`src/rtl/perf_monitor.sv`:
```
`default_nettype none
// ============================================================================
// Module   : perf_monitor
// Purpose  : Run/performance monitor placed beside a core. Counts cycles,
//            retired instructions and generic events while a measurement is
//            running, detects completion when DONE_REG is written with
//            DONE_VALUE, enforces a cycle watchdog and freezes a report once
//            a settle window after completion has elapsed.
// Ports    : clk, rst            - clock, asynchronous active-high reset
//            start               - begin a measurement (IDLE/REPORT/TIMEOUT)
//            commit_cnt          - instructions retired this cycle
//            wb_valid/rd/data    - per-lane architectural writebacks
//            event_i             - one-cycle event strobes
//            busy                - RUN or SETTLE
//            done, timeout       - sticky completion / watchdog flags
//            report_valid        - counters frozen and final
//            cycle_count, instr_count, event_count - saturating counters
// Revision : 1.0 - initial release
// ============================================================================
module perf_monitor #(
  parameter int              XLEN          = 32,
  parameter int              COMMIT_WIDTH  = 2,
  parameter int              NUM_WB        = 2,
  parameter int              NUM_EVENTS    = 4,
  parameter int              CNT_W         = 32,
  parameter int              DONE_REG      = 31,
  parameter logic [XLEN-1:0] DONE_VALUE    = 'hFF,
  parameter int              MAX_CYCLES    = 300,
  parameter int              SETTLE_CYCLES = 10
) (
  input  logic                                 clk,
  input  logic                                 rst,
  input  logic                                 start,
  input  logic [$clog2(COMMIT_WIDTH+1)-1:0]    commit_cnt,
  input  logic [NUM_WB-1:0]                    wb_valid,
  input  logic [NUM_WB*5-1:0]                  wb_rd,
  input  logic [NUM_WB*XLEN-1:0]               wb_data,
  input  logic [NUM_EVENTS-1:0]                event_i,
  output logic                                 busy,
  output logic                                 done,
  output logic                                 timeout,
  output logic                                 report_valid,
  output logic [CNT_W-1:0]                     cycle_count,
  output logic [CNT_W-1:0]                     instr_count,
  output logic [NUM_EVENTS*CNT_W-1:0]          event_count
);

  // Settle counter only has to hold 0 .. SETTLE_CYCLES-1.
  localparam int SET_W = (SETTLE_CYCLES > 1) ? $clog2(SETTLE_CYCLES) : 1;
  localparam logic [SET_W-1:0] SETTLE_LAST =
    SET_W'((SETTLE_CYCLES > 0) ? SETTLE_CYCLES - 1 : 0);
  // Watchdog compare is done 32 bits wider than the counter so a narrow
  // counter simply never matches instead of aliasing onto a truncated limit.
  localparam logic [CNT_W+31:0] WD_LAST = (CNT_W+32)'(MAX_CYCLES - 1);

  typedef enum logic [2:0] {
    S_IDLE    = 3'd0,
    S_RUN     = 3'd1,
    S_SETTLE  = 3'd2,
    S_REPORT  = 3'd3,
    S_TIMEOUT = 3'd4
  } state_t;

  state_t            state_q;
  logic [SET_W-1:0]  settle_q;
  logic              busy_q, done_q, timeout_q, report_valid_q;
  logic [CNT_W-1:0]  cycle_q, instr_q;
  logic [CNT_W-1:0]  ev_q [NUM_EVENTS];

  logic [CNT_W-1:0]  cycle_d, instr_d;
  logic [CNT_W-1:0]  ev_d [NUM_EVENTS];
  logic              w_hit, w_wd;

  // Saturation is judged on the carry-out of the full-width sum, so any
  // increment that would pass all-ones clamps there.
  function automatic logic [CNT_W-1:0] sat_add(input logic [CNT_W-1:0] a,
                                               input logic [CNT_W-1:0] b);
    logic [CNT_W:0] s;
    s = {1'b0, a} + {1'b0, b};
    return s[CNT_W] ? '1 : s[CNT_W-1:0];
  endfunction

  always_comb begin
    cycle_d = sat_add(cycle_q, CNT_W'(1));
    instr_d = sat_add(instr_q, CNT_W'(commit_cnt));
    for (int k = 0; k < NUM_EVENTS; k++) begin
      ev_d[k] = sat_add(ev_q[k], CNT_W'(event_i[k]));
    end
    // Any number of simultaneous lane hits collapses to a single hit.
    w_hit = 1'b0;
    for (int k = 0; k < NUM_WB; k++) begin
      if (wb_valid[k] && (wb_rd[5*k +: 5] == 5'(DONE_REG)) &&
          (wb_data[XLEN*k +: XLEN] == DONE_VALUE)) begin
        w_hit = 1'b1;
      end
    end
    w_wd = ({32'd0, cycle_q} == WD_LAST);
  end

  always_ff @(posedge clk or posedge rst) begin
    if (rst) begin
      state_q        <= S_IDLE;
      settle_q       <= '0;
      busy_q         <= 1'b0;
      done_q         <= 1'b0;
      timeout_q      <= 1'b0;
      report_valid_q <= 1'b0;
      cycle_q        <= '0;
      instr_q        <= '0;
      for (int k = 0; k < NUM_EVENTS; k++) ev_q[k] <= '0;
    end else begin
      case (state_q)
        S_IDLE, S_REPORT, S_TIMEOUT: begin
          if (start) begin
            state_q        <= S_RUN;
            busy_q         <= 1'b1;
            done_q         <= 1'b0;
            timeout_q      <= 1'b0;
            report_valid_q <= 1'b0;
            cycle_q        <= '0;
            instr_q        <= '0;
            for (int k = 0; k < NUM_EVENTS; k++) ev_q[k] <= '0;
          end
        end
        S_RUN: begin
          cycle_q <= cycle_d;
          instr_q <= instr_d;
          for (int k = 0; k < NUM_EVENTS; k++) ev_q[k] <= ev_d[k];
          // A hit takes priority over a watchdog expiry in the same cycle.
          if (w_hit) begin
            done_q   <= 1'b1;
            settle_q <= '0;
            if (SETTLE_CYCLES == 0) begin
              state_q        <= S_REPORT;
              busy_q         <= 1'b0;
              report_valid_q <= 1'b1;
            end else begin
              state_q <= S_SETTLE;
            end
          end else if (w_wd) begin
            state_q        <= S_TIMEOUT;
            timeout_q      <= 1'b1;
            busy_q         <= 1'b0;
            report_valid_q <= 1'b1;
          end
        end
        S_SETTLE: begin
          cycle_q <= cycle_d;
          instr_q <= instr_d;
          for (int k = 0; k < NUM_EVENTS; k++) ev_q[k] <= ev_d[k];
          if (settle_q == SETTLE_LAST) begin
            state_q        <= S_REPORT;
            busy_q         <= 1'b0;
            report_valid_q <= 1'b1;
          end else begin
            settle_q <= settle_q + SET_W'(1);
          end
        end
        default: begin
          state_q        <= S_IDLE;
          busy_q         <= 1'b0;
          report_valid_q <= 1'b0;
        end
      endcase
    end
  end

  assign busy         = busy_q;
  assign done         = done_q;
  assign timeout      = timeout_q;
  assign report_valid = report_valid_q;
  assign cycle_count  = cycle_q;
  assign instr_count  = instr_q;

  for (genvar k = 0; k < NUM_EVENTS; k++) begin : g_evout
    assign event_count[k*CNT_W +: CNT_W] = ev_q[k];
  end

endmodule
`default_nettype wire

```
`config.mk`:
```
export PLATFORM = sky130hd
export DESIGN_NAME = perf_monitor
export DESIGN_NICKNAME = d
export VERILOG_FILES = /design/src/rtl/perf_monitor.sv
export SDC_FILE = /design/constraint.sdc
export NUM_CORES = 1
export LEC_CHECK = 0
export ABC_AREA = 0
export CORE_UTILIZATION = 45
export CTS_CLUSTER_SIZE = 25
export DETAILED_ROUTE_END_ITERATION = 16
export HOLD_SLACK_MARGIN = 0.08
export PLACE_DENSITY_LB_ADDON = 0.1
export SLEW_MARGIN = 20
export SYNTH_ARGS = -nofsm -noshare
export SYNTH_HDL_FRONTEND = slang
export SYNTH_SLANG_ARGS = --single-unit
```
`constraint.sdc`:
```
create_clock -name clk -period 17.1 [get_ports clk]
set_input_delay 5.13 -clock clk [delete_from_list [all_inputs] [get_ports clk]]
set_output_delay 5.13 -clock clk [all_outputs]
set_load 0.05 [all_outputs]
```
==> impl_metrics.sql <==
INSERT INTO impl_metrics (metric_group, metric, value, unit) VALUES
('yosys', 'yosys.area.top_type', 'sky130_fd_sc_hd__dfrtp_1', ''),
('yosys', 'synth_top_flop_cell', 'sky130_fd_sc_hd__dfrtp_1', ''),
('floorplan', 'chipWidth', '166', 'um'),
('worst_setup_path', 'rr_startpoint', 'state_q[0]', ''),
('yosys', 'synth_most_common_cell', 'sky130_fd_sc_hd__o21ai_0', ''),
('yosys', 'synth_async_sr_flop_share', '100', '%'),
('global_routing', 'grt_util_met1', '39.1', '%'),
('timing', 'final_max_slew_viol_count', '0', ''),
('timing', 'slew_headroom', '27.0', '%'),
('yosys', 'synth_top_area_share', '41.9', '%'),
('yosys', 'post_synth_inst_count', '1492', ''),
('yosys', 'synthTopCellsByCount', 'sky130_fd_sc_hd__o21ai_0, sky130_fd_sc_hd__dfrtp_1, sky130_fd_sc_hd__nand2_1', ''),
('worst_setup_path', 'crit_start', 'event_i[1]', ''),
('placement', 'place_worst_setup_slack', '8590', 'ps'),
('final_layout', 'finalCoreUtilization', '60.3', '%'),
('clocking', 'cts_sinks', '203', ''),
('placement', 'place_congestion', '0.859', ''),
('routing', 'drtPass1Iterations', '12', ''),
('worst_setup_path', 'critical_path.max_stage_delay', '790', 'ps'),
('worst_setup_path', 'cp_max_fo', '15', ''),
('power', 'ir_worst_vdd', '0.0988', 'mV'),
('worst_setup_path', 'critPathKind', 'in -> reg', ''),
('worst_setup_path', 'timing.critical_path.max_delay_family', 'simple AND/OR/NAND/NOR gates', ''),
('min_path', 'holdCritStartpoint', 'done', ''),
('final_layout', 'share_of_cells_above_drive_strength_1', '3.87', '%'),
('yosys', 'yosys-top-cells-area', 'sky130_fd_sc_hd__dfrtp_1, sky130_fd_sc_hd__o21ai_0, sky130_fd_sc_hd__nand2_1', ''),
('floorplan', 'placementRows', '59', ''),
('routing', 'drcViolationCount', '13', ''),
('power', 'leakagePower', '0.00633', 'uW'),
('global_routing', 'number_of_global_route_vias_before_repair', '11926', ''),
('clocking', 'post_cts_setup_buffer_count', '0', ''),
('yosys', 'syn_area', '0.0121', 'mm^2'),
('routing', 'wl', '38.1', 'mm'),
('global_routing', 'grt_start_max_net_pins', '135', ''),
('worst_setup_path', 'timing.critical_path.buf_inv', '1', ''),
('routing', 'antenna_violating_nets_post_route', '0', ''),
('clocking', 'cts_max_path_buffers', '3', ''),
('timing', 'count_of_endpoints_failing_setup_in_the_final_report', '0', ''),
('flow_run', 'timing.max_cap.violations', '0', ''),
('clocking', 'cts-htree-levels', '1', ''),
('status', 'outcome', 'complete, but fails checks', ''),
('routing', 'drt-vias-per-instance', '6.23', ''),
('worst_setup_path', 'critical_path_cell_by_cell', 'clkdlybuf4s50_1, ha_1, ha_1, nand3_1, nor4_2, nand4_1, nor2_1, o21ai_0, o21ai_0', ''),
('clocking', 'clk_latency_worst_skew_pair', '520', 'ps'),
('final_layout', 'instances_no_fill', '2068', ''),
('timing', 'finalSetupTns', '0', 'ps'),
('timing', 'post-route-period-util', '45.2', '%'),
('yosys', 'synth-edff-count', '0', ''),
('worst_setup_path', 'cp.arrival', '8160', 'ps'),
('global_routing', 'first_pass_grt_wire_length', '62.4', 'mm'),
('timing', 'skew_final', '17.4', 'ps'),
('timing', 'rsz0062_at_grt', 'false', ''),
('floorplan', 'die_h', '166', 'um'),
('floorplan', 'design.core.area', '0.0263', 'mm^2'),
('timing', 'timing.final.crit_period', '7730', 'ps'),
('worst_setup_path', 'crit_slowest_cell', 'sky130_fd_sc_hd__nor2_1', ''),
('status', 'violations_in_the_final_reports', 'DRC', ''),
('routing', 'wl_per_cell', '18.4', 'um'),
('worst_setup_path', 'setup.worst_path.start_class', 'input pin', ''),
('timing', 'tightestPinTransition', '1100', 'ps'),
('routing', 'via_count', '12893', ''),
('power', 'powerDensity', '95.0', 'mW/mm^2'),
('yosys', 'synth_cell_types', '74', ''),
('global_routing', 'overflow', '0', ''),
('clocking', 'ctsResizeCount', '0', ''),
('clocking', 'tritoncts.num_buffers', '24', ''),
('clocking', 'clk_pin_slew', '60', 'ps'),
('floorplan', 'initial_utilization', '46.1', '%'),
('routing', 'detail_route.iter0.violations', '1168', ''),
('worst_setup_path', 'crit_path_end_kind', 'flop', ''),
('timing', 'setup_ws', '9370', 'ps');
## flip-flops by register name, indices dropped and copies added (netlist names)
register / count
done: 1
event_count: 128
busy: 1
timeout: 1
settle_q: 4
report_valid: 1
cycle_count: 32
state_q: 3
instr_count: 32
## layer usage
layer	wire [um]	part of all wire [%]
met4	722	1.9
met2	17700	47
met5	0	0
met1	16800	44
met3	2830	7.4
## where the power goes
group	internal, uW	switching [uW]
combinational	148	259
sequential	529	73.9
clock	292	204
## metrics by stage
stage	hold WS (ps)	total power, uW	area, um^2
2_1_floorplan	502	859	12100
3_3_place_gp	492	1010	15100
3_5_place_dp	500	1020	15100
4_1_cts	512	1510	15800
5_1_grt	535	1570	15900
6_report	508	1510	15900
## worst paths after layout
kind,endpoint,slack [ps],cells past startpoint
worst min register to register,done,510,1
worst max register to register,event_count[122],13610,6
worst min-delay path,done,510,1
max in group asynchronous,instr_count[25],10360,3
min in group asynchronous,event_count[97],5210,2
worst max-delay path,event_count[39],9370,9
## cell type report
class / count / area (um^2)
Multi-Input combinational cell: 1147 / 6540
Sequential cell: 203 / 5080
Fill cell: 2386 / 10400
Inverter: 55 / 214
Clock buffer: 38 / 734
Tap cell: 335 / 419
Clock inverter: 3 / 15.0
Timing Repair Buffer: 287 / 2860
## cells in the final DEF, fill, tap and decap left out, types with 12 or more instances in the layout
master / n
sky130_fd_sc_hd__a22o_1: 25
sky130_fd_sc_hd__dfrtp_1: 203
sky130_fd_sc_hd__clkdlybuf4s50_1: 280
sky130_fd_sc_hd__and4_1: 13
sky130_fd_sc_hd__inv_1: 54
sky130_fd_sc_hd__nor3_1: 50
sky130_fd_sc_hd__o21ai_0: 233
sky130_fd_sc_hd__o211ai_1: 21
sky130_fd_sc_hd__ha_1: 13
sky130_fd_sc_hd__a21o_1: 13
sky130_fd_sc_hd__nand2_1: 167
sky130_fd_sc_hd__o21ai_1: 16
sky130_fd_sc_hd__nor2_1: 103
sky130_fd_sc_hd__a31oi_1: 59
sky130_fd_sc_hd__clkbuf_16: 25
sky130_fd_sc_hd__a21oi_1: 79
sky130_fd_sc_hd__nor4_1: 29
sky130_fd_sc_hd__and2_1: 12
sky130_fd_sc_hd__and3_1: 43
sky130_fd_sc_hd__nand3_1: 88
sky130_fd_sc_hd__nand4_1: 41
## cells by family (layout without fill, tap and decap cells)
family / Yosys count / in the layout / synth area share [%]
compound gates: 519 / 519 / 25.5
xor+xnor: 3 / 3 / 0.217
fa+ha+maj: 14 / 14 / 1.51
buf+inv: 142 / 383 / 4.67
flops: 203 / 203 / 41.9
mux: 4 / 4 / 0.340
simple gates: 607 / 607 / 25.9
No activity file was read; power rests on OpenSTA's default activity.
